$ cat src/rtl/uart_tx_scheduler_if.sv
// Signal bundle between the UART TX scheduler, its read-side FIFO and the transmitter.
// master is the scheduler's view; slave is the FIFO/transmitter environment's view.
interface uart_tx_scheduler_if #(
    parameter int DATA_WIDTH = 8
);
    logic                  enable_i;
    logic                  clr_req_i;
    logic [DATA_WIDTH-1:0] fifo_data_i;
    logic                  fifo_empty_i;
    logic                  fifo_n_re_o;
    logic                  fifo_n_clr_o;
    logic [DATA_WIDTH-1:0] tx_data_o;
    logic                  tx_start_o;
    logic                  tx_done_i;
    logic                  busy_o;
    logic [15:0]           frame_cnt_o;
    logic                  err_timeout_o;

    modport master (
        input  enable_i, clr_req_i, fifo_data_i, fifo_empty_i, tx_done_i,
        output fifo_n_re_o, fifo_n_clr_o, tx_data_o, tx_start_o, busy_o,
        frame_cnt_o, err_timeout_o
    );

    modport slave (
        output enable_i, clr_req_i, fifo_data_i, fifo_empty_i, tx_done_i,
        input  fifo_n_re_o, fifo_n_clr_o, tx_data_o, tx_start_o, busy_o,
        frame_cnt_o, err_timeout_o
    );
endinterface

$ cat src/rtl/uart_tx_scheduler.sv
// Pulls bytes from a registered-output FIFO and hands them to a UART transmitter,
// with an inter-frame gap, a transmitter watchdog and a flush/abort path.
module uart_tx_scheduler #(
    parameter int DATA_WIDTH     = 8,
    parameter int GAP_CYCLES     = 16,
    parameter int TIMEOUT_CYCLES = 4096
) (
    input  logic                    clk,
    input  logic                    rst,
    uart_tx_scheduler_if.master     bus
);
    typedef enum logic [2:0] {
        ST_IDLE      = 3'd0,
        ST_READ      = 3'd1,
        ST_WAIT_DATA = 3'd2,
        ST_LOAD      = 3'd3,
        ST_WAIT_TX   = 3'd4,
        ST_GAP       = 3'd5,
        ST_CLEAR     = 3'd6
    } state_t;

    // Counters hold "cycles remaining minus one" so the terminal test is a compare to a constant.
    localparam logic [15:0] GAP_LOAD     = 16'(GAP_CYCLES - 1);
    localparam logic [15:0] TIMEOUT_LAST = 16'(TIMEOUT_CYCLES - 1);

    state_t                state_r;
    logic [15:0]           wdog_r;
    logic [15:0]           gap_cnt_r;
    logic [15:0]           frame_cnt_r;
    logic                  err_timeout_r;
    logic [DATA_WIDTH-1:0] tx_data_r;

    // Scheduler FSM with its watchdog, gap counter, data and status registers.
    always_ff @(posedge clk) begin
        if (!rst) begin
            state_r       <= ST_IDLE;
            wdog_r        <= 16'd0;
            gap_cnt_r     <= 16'd0;
            frame_cnt_r   <= 16'd0;
            err_timeout_r <= 1'b0;
            tx_data_r     <= '0;
        end else if (bus.clr_req_i && (state_r != ST_CLEAR)) begin
            state_r <= ST_CLEAR;
        end else begin
            case (state_r)
                ST_IDLE: begin
                    if (bus.enable_i && !bus.fifo_empty_i) begin
                        state_r <= ST_READ;
                    end
                end
                ST_READ: begin
                    state_r <= ST_WAIT_DATA;
                end
                ST_WAIT_DATA: begin
                    tx_data_r <= bus.fifo_data_i;
                    state_r   <= ST_LOAD;
                end
                ST_LOAD: begin
                    wdog_r  <= 16'd0;
                    state_r <= ST_WAIT_TX;
                end
                ST_WAIT_TX: begin
                    // A done pulse in the same cycle as the timeout wins.
                    if (bus.tx_done_i) begin
                        frame_cnt_r <= frame_cnt_r + 16'd1;
                        gap_cnt_r   <= GAP_LOAD;
                        state_r     <= ST_GAP;
                    end else if (wdog_r == TIMEOUT_LAST) begin
                        err_timeout_r <= 1'b1;
                        gap_cnt_r     <= GAP_LOAD;
                        state_r       <= ST_GAP;
                    end else begin
                        wdog_r <= wdog_r + 16'd1;
                    end
                end
                ST_GAP: begin
                    if (gap_cnt_r == 16'd0) begin
                        state_r <= ST_IDLE;
                    end else begin
                        gap_cnt_r <= gap_cnt_r - 16'd1;
                    end
                end
                ST_CLEAR: begin
                    err_timeout_r <= 1'b0;
                    state_r       <= ST_IDLE;
                end
                default: begin
                    state_r <= ST_IDLE;
                end
            endcase
        end
    end

    assign bus.fifo_n_re_o   = (state_r != ST_READ);
    assign bus.fifo_n_clr_o  = (state_r != ST_CLEAR);
    assign bus.tx_start_o    = (state_r == ST_LOAD);
    assign bus.busy_o        = (state_r != ST_IDLE);
    assign bus.tx_data_o     = tx_data_r;
    assign bus.frame_cnt_o   = frame_cnt_r;
    assign bus.err_timeout_o = err_timeout_r;
endmodule

$ cat src/flat_wrapper.sv
// flat-port wrapper written by rule: the top's interface ports become plain ports
module uart_tx_scheduler_flat 
#(
    parameter int DATA_WIDTH     = 8,
    parameter int GAP_CYCLES     = 16,
    parameter int TIMEOUT_CYCLES = 4096
)
  (clk, rst, bus_enable_i, bus_clr_req_i, bus_fifo_data_i, bus_fifo_empty_i, bus_tx_done_i, bus_fifo_n_re_o, bus_fifo_n_clr_o, bus_tx_data_o, bus_tx_start_o, bus_busy_o, bus_frame_cnt_o, bus_err_timeout_o);
  uart_tx_scheduler_if #(.DATA_WIDTH(DATA_WIDTH)) bus_i ();
  input  logic clk;
  input  logic rst;
  input wire logic [$bits(bus_i.enable_i)-1:0] bus_enable_i;
  input wire logic [$bits(bus_i.clr_req_i)-1:0] bus_clr_req_i;
  input wire logic [$bits(bus_i.fifo_data_i)-1:0] bus_fifo_data_i;
  input wire logic [$bits(bus_i.fifo_empty_i)-1:0] bus_fifo_empty_i;
  input wire logic [$bits(bus_i.tx_done_i)-1:0] bus_tx_done_i;
  output wire logic [$bits(bus_i.fifo_n_re_o)-1:0] bus_fifo_n_re_o;
  output wire logic [$bits(bus_i.fifo_n_clr_o)-1:0] bus_fifo_n_clr_o;
  output wire logic [$bits(bus_i.tx_data_o)-1:0] bus_tx_data_o;
  output wire logic [$bits(bus_i.tx_start_o)-1:0] bus_tx_start_o;
  output wire logic [$bits(bus_i.busy_o)-1:0] bus_busy_o;
  output wire logic [$bits(bus_i.frame_cnt_o)-1:0] bus_frame_cnt_o;
  output wire logic [$bits(bus_i.err_timeout_o)-1:0] bus_err_timeout_o;
  assign bus_i.enable_i = bus_enable_i;
  assign bus_i.clr_req_i = bus_clr_req_i;
  assign bus_i.fifo_data_i = bus_fifo_data_i;
  assign bus_i.fifo_empty_i = bus_fifo_empty_i;
  assign bus_i.tx_done_i = bus_tx_done_i;
  assign bus_fifo_n_re_o = bus_i.fifo_n_re_o;
  assign bus_fifo_n_clr_o = bus_i.fifo_n_clr_o;
  assign bus_tx_data_o = bus_i.tx_data_o;
  assign bus_tx_start_o = bus_i.tx_start_o;
  assign bus_busy_o = bus_i.busy_o;
  assign bus_frame_cnt_o = bus_i.frame_cnt_o;
  assign bus_err_timeout_o = bus_i.err_timeout_o;
  uart_tx_scheduler #(.DATA_WIDTH(DATA_WIDTH), .GAP_CYCLES(GAP_CYCLES), .TIMEOUT_CYCLES(TIMEOUT_CYCLES)) u_core (.clk(clk), .rst(rst), .bus(bus_i));
endmodule
$ cat config.mk
export PLATFORM = sky130hd
export DESIGN_NAME = uart_tx_scheduler_flat
export DESIGN_NICKNAME = d
export VERILOG_FILES = /design/src/rtl/uart_tx_scheduler_if.sv /design/src/rtl/uart_tx_scheduler.sv /design/src/flat_wrapper.sv
export SDC_FILE = /design/constraint.sdc
export NUM_CORES = 1
export LEC_CHECK = 0
export CORE_MARGIN = 2
export CORE_UTILIZATION = 49
export CTS_CLUSTER_DIAMETER = 120
export DETAILED_ROUTE_END_ITERATION = 8
export PLACE_DENSITY_LB_ADDON = 0.15
export SLEW_MARGIN = 30
export SYNTH_ARGS = -nofsm -noshare
export SYNTH_HDL_FRONTEND = slang
export SYNTH_SLANG_ARGS = --single-unit
$ cat constraint.sdc
create_clock -name clk -period 2.04 [get_ports clk]
set_clock_uncertainty 0.05 [all_clocks]
set_input_delay 0.204 -clock clk [delete_from_list [all_inputs] [get_ports clk]]
set_output_delay 0.204 -clock clk [all_outputs]
set_load 0.01 [all_outputs]
; Yosys cells after proc, flatten, opt, wreduce, memory -nomap -nowiden
; Index checks and enable logic that the tools add are counted.
[word_totals]
regBits = 60
wordCells = 64
in_bits = 14
[classes]
bitwise = 2
reduce_logical = 17
n_addsub = 3
muxes = 16
n_eq_ne = 19
[op_table]
columns = op, count
row1 = $mux 16, 5
row2 = $pmux 16 s2, 2
row3 = $add 16x1->16 const B, 2
row4 = $pmux 3 s6, 1
row5 = $eq 16x12->1 const B, 1
row6 = $logic_not 16->1, 1
row7 = $sub 16x1->16 const B, 1
row8 = $mux 3, 5
row9 = $reduce_and 4->1, 3
row10 = $eq 3x3->1 const B, 3
row11 = $ne 3x1->1 const B, 3
row12 = $reduce_and 3->1, 3
row13 = $eq 3x2->1 const B, 2
row14 = $ne 2x1->1 const B, 3
row15 = $ne 2x2->1 const B, 3
row16 = $reduce_bool 2->1, 3
row17 = $ne 4x2->1 const B, 1
row18 = $eq 3x1->1 const B, 1
row19 = $logic_not 3->1, 1
row20 = $ne 3x2->1 const B, 1
row21 = $ne 3x3->1 const B, 1
row22 = $reduce_bool 3->1, 1
row23 = $logic_and 1x1->1, 2
row24 = $mux 1, 2
row25 = 5 further kinds, 6

; Longest topological paths before layout
[logic_depth]
ltp_word = 5
depth_mapped = 8
depth_no_buf = 7

; Worst setup path before layout
; No wires, ideal clock.
[synth_timing]
path_kind = reg-to-reg
startpoint = register u_core.gap_cnt_r[0]
endpoint = register u_core.gap_cnt_r[14]
setup_ns = 0.072
arrival_time_ns = 2.060
stages_incl_launch_ff = 8
synth_period_minus_slack_ns = 2.182
path_slack_ns = -0.142
path_cell_list = dfxtp_1 -> inv_1 -> ha_1 -> or3b_2 -> nor4_1 -> nand3b_1 -> or4_1 -> a21oi_1
[synth_between]
elab_chain_len = 3
word_cells_on_any_way = 6
[synth_rtl]
columns = item, line
row1 = "start, declared", uart_tx_scheduler.sv:28  ; logic [15:0] gap_cnt_r;
row2 = "start signal, assigned", uart_tx_scheduler.sv:80  ; gap_cnt_r <= gap_cnt_r - 16'd1;
row3 = $sub 16x1->16 / $logic_not 16->1 (equally long branches), "uart_tx_scheduler.sv:80, uart_tx_scheduler.sv:77"
row4 = $mux 16 / $ne 2x2->1 (equally long branches), -
row5 = $pmux 16 s2 / $reduce_and 4->1 (equally long branches), -
; Parallel ways exist; a longest one is shown, timed or not. The select of a mux whose other input is x is not followed.
; A chain may end at the register's enable or synchronous reset.

; Worst setup path after layout
[layout_timing]
startpoint = register u_core.wdog_r[15]
endpoint = register u_core.wdog_r[5]
[layout_between]
elab_chain_len = 3
[layout_rtl]
columns = item, line
row1 = "start, declared", uart_tx_scheduler.sv:27  ; logic [15:0] wdog_r;
row2 = "start signal, assigned", uart_tx_scheduler.sv:73  ; wdog_r <= wdog_r + 16'd1;
row3 = $eq 16x12->1, uart_tx_scheduler.sv:68  ; end else if (wdog_r == TIMEOUT_LAST) begin
row4 = $ne 2x2->1 (no line), -
row5 = $reduce_and 4->1 (no line), -
; Every way passes these cells.

==> flow_metrics.env <==
export IMPL_cp_end_kind="flip-flop"
export IMPL_slew_limit_headroom_pct=69.37
export IMPL_numClockSinks=60
export IMPL_worst_slack_ns=-0.1111
export IMPL_clkLatencyLatePin_ns=0.33
export IMPL_clk_path_buf_depth=2
export IMPL_hold_violations=0
export IMPL_synthCells=367
export IMPL_yosys_area_top_type="dfxtp_1"
export IMPL_clk_pin_slew_ns=0.07
export IMPL_syn_area_um2=3065
export IMPL_finalSetupViolations=24
export IMPL_dieArea_um2=6905
export IMPL_io_pins=43
export IMPL_fillers=478
export IMPL_maxSlewViolCount=0
export IMPL_dieWidth_um=83.10
export IMPL_grt_use_total_pct=24.10
export IMPL_leakage_nw=1.632
export IMPL_pre_cts_slack_ns=-0.1827
export IMPL_syn_nets=384
export IMPL_tightestPinTransition_ns=0.4552
export IMPL_ant_nets=0
export IMPL_die_h_um=83.10
export IMPL_ys_types=53
export IMPL_first_pass_iters=4
export IMPL_grt_max_degree=25
export IMPL_finalCriticalPeriod_ns=2.151
export IMPL_yosys_warnings=0
export IMPL_hold_slack_ns=0.3698
export IMPL_syn_to_final_growth_pct=43.39
export IMPL_placed_cell_area_um2=3969
export IMPL_outcome="complete, but fails checks"
export IMPL_critPathRequiredTime_ns=2.22
export IMPL_antenna_found_initial=0
export IMPL_tritoncts="built"
export IMPL_synth_edf_count=0
export IMPL_drive_gt1_share_pct=26.65
export IMPL_grt_pass1_vias=3002
export IMPL_drt_vias_per_instance=5.675
export IMPL_routed_wirelength_um=8291
export IMPL_wl_per_cell_um=15.24
export IMPL_cts_root_buf="clkbuf_8"
export IMPL_core_um2=5991
export IMPL_critPathMaxFanout=9
export IMPL_gp_congestion=0.8319
export IMPL_drcViolationCount=0
export IMPL_rsz0062_at_grt="yes"
export IMPL_multi_input_area_um2=1926
export IMPL_syn_area_per_cell_um2=8.353
export IMPL_fin_area_um2=4395
export IMPL_setup_tns_final_ns=-1.431
export IMPL_reg2reg_from="u_core.wdog_r[15]"
export IMPL_synth_most_common_cell="dfxtp_1"
export IMPL_arrival_ns=2.33
export IMPL_nets=482
export IMPL_min_period_over_period_pct=105.4
export IMPL_async_flop_share_pct=0
export IMPL_rows=28
export IMPL_ys_seq_area_share_pct=39.18
export IMPL_vias=3087
export IMPL_violations="setup timing"
export IMPL_p_per_area_nw_per_um2=700.1
export IMPL_cts_buffers=9
export IMPL_crit_start="u_core.wdog_r[15]"
export IMPL_port_buffers=42
export IMPL_htreeDepth=3
export IMPL_hp_start="bus_fifo_data_i[3]"
export IMPL_maxCapViolations=0
export IMPL_antenna_cells=0
export IMPL_max_vdd_ir_drop_mv=0.4509
export IMPL_cp_start_kind="flip-flop"
export IMPL_synth_seq_cells=60
export IMPL_ys_top_cells_by_area="dfxtp_1, a21oi_1, nand2_1"
export IMPL_dp_hpwl_um=5769
export IMPL_dp_cells=524
export IMPL_worstSetupPathType="reg -> reg"
export IMPL_finalNonFillerCells=544
export IMPL_grt_first_pass_wirelength_um=13790
export IMPL_synth_flop_cell="dfxtp_1"
export IMPL_start_util_pct=51.17
export IMPL_drtIter0Drc=139
export IMPL_clock_fmax_mhz=464.9
export IMPL_grt_overflow_total=0
export IMPL_ys_top_cells_by_count="dfxtp_1, nand2_1, nor2_1"
export IMPL_synth_top_area_share_pct=39.18
export IMPL_register_area_um2=1206
export IMPL_min_path_type="in -> reg"
==> area by class of cell <==
class                           instances  area share, %
Multi-Input combinational cell        278          43.81
Clock inverter                          5          1.224
Inverter                               13          1.110
Timing Repair Buffer                  103          21.38
Tap cell                               75          2.135
Clock buffer                           10          2.903
Sequential cell                        60          27.44
==> per-stage QoR <==
stage                     util [%]  power (mW)
after floorplan                  -       1.669
after global placement       66.25       1.915
after detailed placement     66.25       1.932
after CTS                    70.59       2.970
after global routing         73.37       3.213
final                        73.37       3.077
==> state kept, by name, summed over array words and instances (netlist names) <==
signal	cells
u_core.bus.err_timeout_o	1
u_core.bus.frame_cnt_o	16
u_core.gap_cnt_r	16
u_core.wdog_r	16
u_core.bus.tx_data_o	8
u_core.state_r	3
==> path summary, 6_finish.rpt <==
check,endpoint,depth (start not counted),slack (ns)
max reg2reg,u_core.wdog_r[5],6,-0.11
min reg2reg,u_core.bus.tx_data_o[1],2,0.41
min,u_core.bus.tx_data_o[3],3,0.37
max,u_core.wdog_r[5],6,-0.11
==> cells in the final DEF, fill, tap and decap left out, drive strengths merged, types with 2 or more instances in the layout <==
master / instances
xor2: 11
o211ai: 8
xnor2: 11
o21ai: 17
nor4: 7
buf: 60
clkbuf: 11
inv: 13
nand3b: 3
or4: 9
and3: 8
or3b: 2
a211oi: 4
o2111ai: 4
o31ai: 6
nand2b: 8
mux2i: 5
nor3: 14
dfxtp: 60
nor2: 37
nor2b: 2
nand3: 11
nand2: 37
o21a: 2
ha: 3
clkdlybuf4s50: 41
a21oi: 31
clkinv: 4
or3: 14
nand4: 9
==> where the power goes <==
group          total, mW  internal [mW]  switching [mW]
Combinational      0.813          0.394           0.418
Clock               1.01          0.553           0.460
Sequential          1.25           1.22          0.0352
==> metal layers <==
layer / up-vias / global-route usage, % / share of wire (%)
met5: - / 0 / 0
met4: 0 / 9.538 / 1.7
met3: 12 / 4.871 / 4.0
met2: 68 / 41.06 / 50
met1: 1479 / 29.85 / 44
li1: 1528 / - / -
==> repair_timing <==
action / in CTS / in global routing
gates resized for setup: 18 / 35
cloned: 0 / 1
pin swaps: 19 / 18
setup endpoints to repair: 31 / 35
hold buffers: 0 / 0
buffers inserted: 3 / 2
==> cells by family (layout without fill, tap and decap cells) <==
group | count (synthesis) | count (layout) | synth area share (%)
xor+xnor | 22 | 22 | 6.286
buf+inv | 29 | 131 | 4.408
compound gates | 81 | 81 | 17.47
simple gates | 167 | 167 | 29.80
mux | 5 | 5 | 1.633
fa+ha+maj | 3 | 3 | 1.225
flops | 60 | 60 | 39.18
==> worst max-delay path, stage by stage (launching register included) <==
cell      delay [ns]
dfxtp_2         0.34
or4_4           0.56
or4_4           0.49
buf_12          0.17
o211ai_1        0.19
xor2_1          0.19
nor2_1          0.05
No activity file was read; power rests on OpenSTA's default activity.
